### src/rtl/mips_pkg.sv
// Constants shared by the register file, the destination-register mux and the hazard unit.
package mips_pkg;

    localparam int unsigned DEF_NBITS = 32;
    localparam int unsigned DEF_RBITS = 5;
    localparam int unsigned DEF_NREGS = 32;

    localparam int unsigned REG_ZERO = 0;
    localparam int unsigned REG_RA   = 31;

endpackage

### src/rtl/reg_bank_rdport.sv
// One ID-stage read port: array select, hardwired-zero check and optional same-cycle bypass.
module reg_bank_rdport
    import mips_pkg::*;
#(
    parameter int unsigned NBITS = DEF_NBITS,
    parameter int unsigned RBITS = DEF_RBITS,
    parameter int unsigned NREGS = DEF_NREGS
) (
    input  logic [NREGS-1:0][NBITS-1:0] i_mem,
    input  logic [RBITS-1:0]            i_rd_reg,
    input  logic                        i_byp_en,
    input  logic [RBITS-1:0]            i_wr_reg,
    input  logic [NBITS-1:0]            i_wr_data,
    output logic [NBITS-1:0]            o_rd_data
);

    logic w_is_zero;
    logic w_hit;

    assign w_is_zero = (i_rd_reg == RBITS'(REG_ZERO));
    assign w_hit     = i_byp_en && (i_wr_reg == i_rd_reg);

    // Zero check has priority so a discarded write to r0 can never leak through the bypass.
    always_comb begin
        o_rd_data = i_mem[i_rd_reg];
        if (w_is_zero) begin
            o_rd_data = '0;
        end else if (w_hit) begin
            o_rd_data = i_wr_data;
        end
    end

endmodule

### src/rtl/reg_bank.sv
// MIPS general-purpose register file: 2 combinational read ports, 1 write port, 1 debug port.
// Define REG_BANK_BYPASS_EN to forward same-cycle write data onto read ports A and B.
module reg_bank
    import mips_pkg::*;
#(
    parameter int unsigned NBITS = DEF_NBITS,
    parameter int unsigned RBITS = DEF_RBITS,
    parameter int unsigned NREGS = DEF_NREGS
) (
    input  logic             clk,
    input  logic             rst_n,
    input  logic             wr_en,
    input  logic [RBITS-1:0] wr_reg,
    input  logic [NBITS-1:0] wr_data,
    input  logic [RBITS-1:0] rd_reg_a,
    input  logic [RBITS-1:0] rd_reg_b,
    output logic [NBITS-1:0] rd_data_a,
    output logic [NBITS-1:0] rd_data_b,
    input  logic [RBITS-1:0] dbg_reg,
    output logic [NBITS-1:0] dbg_data
);

    logic [NREGS-1:0][NBITS-1:0] r_mem;
    logic                        w_wr_commit;
    logic                        w_byp_en;

    assign w_wr_commit = wr_en && (wr_reg != RBITS'(REG_ZERO));

    // r0 is reset and never written, so the debug port needs no zero check of its own.
    always_ff @(posedge clk or negedge rst_n) begin
        if (!rst_n) begin
            r_mem <= '0;
        end else if (w_wr_commit) begin
            r_mem[wr_reg] <= wr_data;
        end
    end

`ifdef REG_BANK_BYPASS_EN
    // Gated by rst_n so outputs stay 0 while reset is held.
    assign w_byp_en = rst_n && wr_en;
`else
    assign w_byp_en = 1'b0;
`endif

    reg_bank_rdport #(
        .NBITS (NBITS),
        .RBITS (RBITS),
        .NREGS (NREGS)
    ) u_rdport_a (
        .i_mem     (r_mem),
        .i_rd_reg  (rd_reg_a),
        .i_byp_en  (w_byp_en),
        .i_wr_reg  (wr_reg),
        .i_wr_data (wr_data),
        .o_rd_data (rd_data_a)
    );

    reg_bank_rdport #(
        .NBITS (NBITS),
        .RBITS (RBITS),
        .NREGS (NREGS)
    ) u_rdport_b (
        .i_mem     (r_mem),
        .i_rd_reg  (rd_reg_b),
        .i_byp_en  (w_byp_en),
        .i_wr_reg  (wr_reg),
        .i_wr_data (wr_data),
        .o_rd_data (rd_data_b)
    );

    assign dbg_data = r_mem[dbg_reg];

endmodule

### config.mk
export PLATFORM = sky130hd
export DESIGN_NAME = reg_bank
export DESIGN_NICKNAME = d
export VERILOG_FILES = /design/src/rtl/mips_pkg.sv /design/src/rtl/reg_bank_rdport.sv /design/src/rtl/reg_bank.sv
export SDC_FILE = /design/constraint.sdc
export NUM_CORES = 2
export LEC_CHECK = 0
export BUFFER_PORTS_ARGS = -buffer_cell sky130_fd_sc_hd__buf_4
export CAP_MARGIN = 20
export CORE_MARGIN = 2
export CORE_UTILIZATION = 58
export DETAILED_ROUTE_END_ITERATION = 10
export PLACE_DENSITY = 0.78
export SYNTH_ARGS = -nofsm -noshare
export SYNTH_HDL_FRONTEND = slang
export SYNTH_SLANG_ARGS = --single-unit
### constraint.sdc
create_clock -name clk -period 2.2 [get_ports clk]
set_input_delay 0.22 -clock clk [delete_from_list [all_inputs] [get_ports clk]]
set_output_delay 0.22 -clock clk [all_outputs]
set_load 0.005 [all_outputs]
==> metrics.txt <==
status finished, violations left; violated checks DRC, setup timing; die area 109100 sq um; GRT Util Overall 40.36%; Final Critical Period 2.908 ns; Crit-path slowest cell mux4_2; ys flop type dfrtp_1; Synth Instances 3941; max-cap viol count 0; hpwl dp 136100 um; DRC viols 8; pwr dens 850.3 nW/um^2; Final Slew Violations 0; clock root buffer clkbuf_16; first-pass iteration count of the detailed router 11; Sink Count 1024; Ys Warns 0; unrepaired setup endpoints after global routing true; CTS Buf Count 110; sequential share of the synthesized area 41.49%; WP data arrival 2.69 ns; H-tree levels 3; ys async rst share 100.0%; final setup fails 96; Area Overhead vs Synth 23.72%; PnR worst setup slack -0.7077 ns; Mapped Nets 3996; Tightest Pin Transition 0.9693 ns; period utilization 132.2%; initial antenna violation count 10; max FFs per register 1024; Compound-Gate Fraction of Synth Area 3.276%; slowest stage delay, CP 0.50 ns; setup TNS -49.29 ns; total wirelength of the detailed-routed design 217800 um; Post-Synth Simple-Gate Area 1.402%; Max-slew headroom 35.24%; mux cell area share after synthesis 50.34%; Worst Clk Skew 0 ns; Required @ worst endpoint 1.98 ns; Largest Register r_mem; CTS max path bufs 3; Worst Path Max Fanout 2; Clk Latency, worst-skew pair 0.70 ns; #FFs+latches synth 1024; die width 330.3 um; most common cell after layout, fill and taps aside dfrtp_1; dpl ws -0.7075 ns; nature of the critical path startpoint register; core area 105400 sq um; I/O pins 151; pin count of the biggest net entering global routing 101; critical-path cell list buf_6 -> mux4_2 -> mux4_2 -> mux2_4 -> buf_6; most frequent cells in the layout 1024 x dfrtp_1, 1020 x mux2_2, 785 x mux4_2, 640 x buf_4, 153 x mux2i_1; Syn Std Cell Area 61760 sq um; number of global-route vias before repair 47380; hold crit path type input pin to register; Fmax 0.3439 GHz; CTS clock-pin slew for the worst setup and hold paths 0.06 ns; LEAKAGE 32.75 nW; Distinct cells, synth 40; number of synthesized flops with an enable pin 0; Max IR drop VDD 0.6147 mV; largest family of logic cells by synthesized area multiplexers; num rows 119; Die H 330.3 um; Post-Syn Area per Cell 15.67 sq um; Vias/cell 7.615; Routed wire per std cell 36.66 um; first-pass GRT wire length 319100 um; crit path kind register to output port; port buffer count 150; routed vias 45250; Final Wtd Congestion 0.9222; Post-DRT Antenna Nets 0; GRT Residual Overflow 0; final-report hold violation count 0; Initial Util 58.59%; CTS tree done; DRT iter0 DRCs 5659; XOR/XNOR Fraction of Synth Area 0%; fraction of layout cells with a size suffix above 1 68.56%; fin util 72.49%; Final nets 4509; CP endpoint kind output port; Largest regs r_mem x1024; Synth Area in Adders 0%
-- path summary, 6_finish.rpt --
| kind | from | end | cells after the start | slack (ns) |
|---|---|---|---|---|
| max | r_mem[883] | dbg_data[19] | 5 | -0.71 |
| min | wr_data[10] | r_mem[42] | 2 | 0.02 |
| max reg2reg | r_mem[732] | r_mem[732] | 4 | 1.03 |
| min reg2reg | r_mem[31] | r_mem[31] | 0 | 0.42 |
| max in group asynchronous | rst_n | r_mem[416] | 4 | 0.72 |
| min in group asynchronous | rst_n | r_mem[128] | 3 | 0.54 |
-- cell usage after synthesis, drive strengths merged (2+ instances only) --
library cell | count | area, sq um
mux4 | 785 | 17680
a31o | 2 | 17.52
nor3b | 4 | 30.03
nor2 | 21 | 78.83
mux2 | 1054 | 11870
inv | 3 | 11.26
o221ai | 5 | 43.79
dfrtp | 1024 | 25620
o22ai | 106 | 663.1
or3b | 3 | 26.28
nand3 | 5 | 25.02
mux2i | 154 | 1541
buf | 206 | 1089
a22oi | 13 | 97.59
nand2b | 7 | 43.79
nand3b | 6 | 45.04
a211oi | 11 | 82.58
nor3 | 55 | 275.3
or2 | 3 | 18.77
a32o | 6 | 60.06
a22o | 55 | 481.7
clkbuf | 282 | 1059
nand2 | 27 | 101.4
nor4 | 8 | 50.05
and2 | 3 | 18.77
a21oi | 9 | 45.04
nor2b | 18 | 112.6
a2111oi | 59 | 516.8
-- where the power goes --
group / internal [mW] / total (mW) / switching (mW)
clock: 12.5 / 20.6 / 8.13
sequential: 22.4 / 26.2 / 3.81
combinational: 11.3 / 18.1 / 6.82
-- per-layer routing --
| metal | vias up | global-route usage [%] | share of wire, % | routed length (um) |
|---|---|---|---|---|
| met5 | - | 0 | 0.022 | 47 |
| met4 | 6 | 26.37 | 7.8 | 17100 |
| met3 | 998 | 13.47 | 13 | 28630 |
| met2 | 3623 | 59.86 | 45 | 98570 |
| met1 | 23660 | 51.20 | 34 | 73490 |
| li1 | 16960 | - | - | - |
-- worst max-delay path: cells and delay by family, from the launching register on --
family	cells	cell delay (ns)
DFF	1	0.40
buffers and inverters	2	0.25
muxes	3	1.32
-- metrics by stage --
| step | power [mW] | hold slack (ns) | instance area, sq um | cells |
|---|---|---|---|---|
| 6_report | 64.97 | 0.02055 | 76410 | 5942 |
| 5_1_grt | 66.91 | 0.04998 | 76410 | 5940 |
| 4_1_cts | 64.00 | 0.0005391 | 75840 | 5895 |
| 3_5_place_dp | 41.83 | 0.1383 | 69030 | 5578 |
| 3_3_place_gp | 41.06 | 0.1357 | 69020 | 5577 |
| 2_1_floorplan | 35.91 | -0.07559 | 61770 | 3941 |
-- area by class of cell --
type                            count  area (sq um)
Sequential cell                  1024         25620
Fill cell                        6301         29000
Clock buffer                      156          3299
Multi-Input combinational cell   2426         36110
Timing Repair Buffer              889          8890
Antenna cell                        6         15.01
Inverter                            3         11.26
Tap cell                         1391          1740
Clock inverter                     47         720.7
-- repair_timing --
action	CTS	global route
pin swaps	146	22
hold buffers	18	0
setup buffers	116	43
resized for setup	373	37
endpoints found under the setup margin	96	96
hold endpoints to repair	800	0
-- kinds of logic (layout without fill, tap and decap cells) --
kind of cell,Yosys count,count (layout)
buffers and inverters,491,1095
multiplexers,1993,1993
other,0,6
flip-flops,1024,1024
AND/OR/NAND/NOR,165,165
AO/OA/AOI/OAI,268,268
Note: power is estimated with default switching activity, not from simulation.
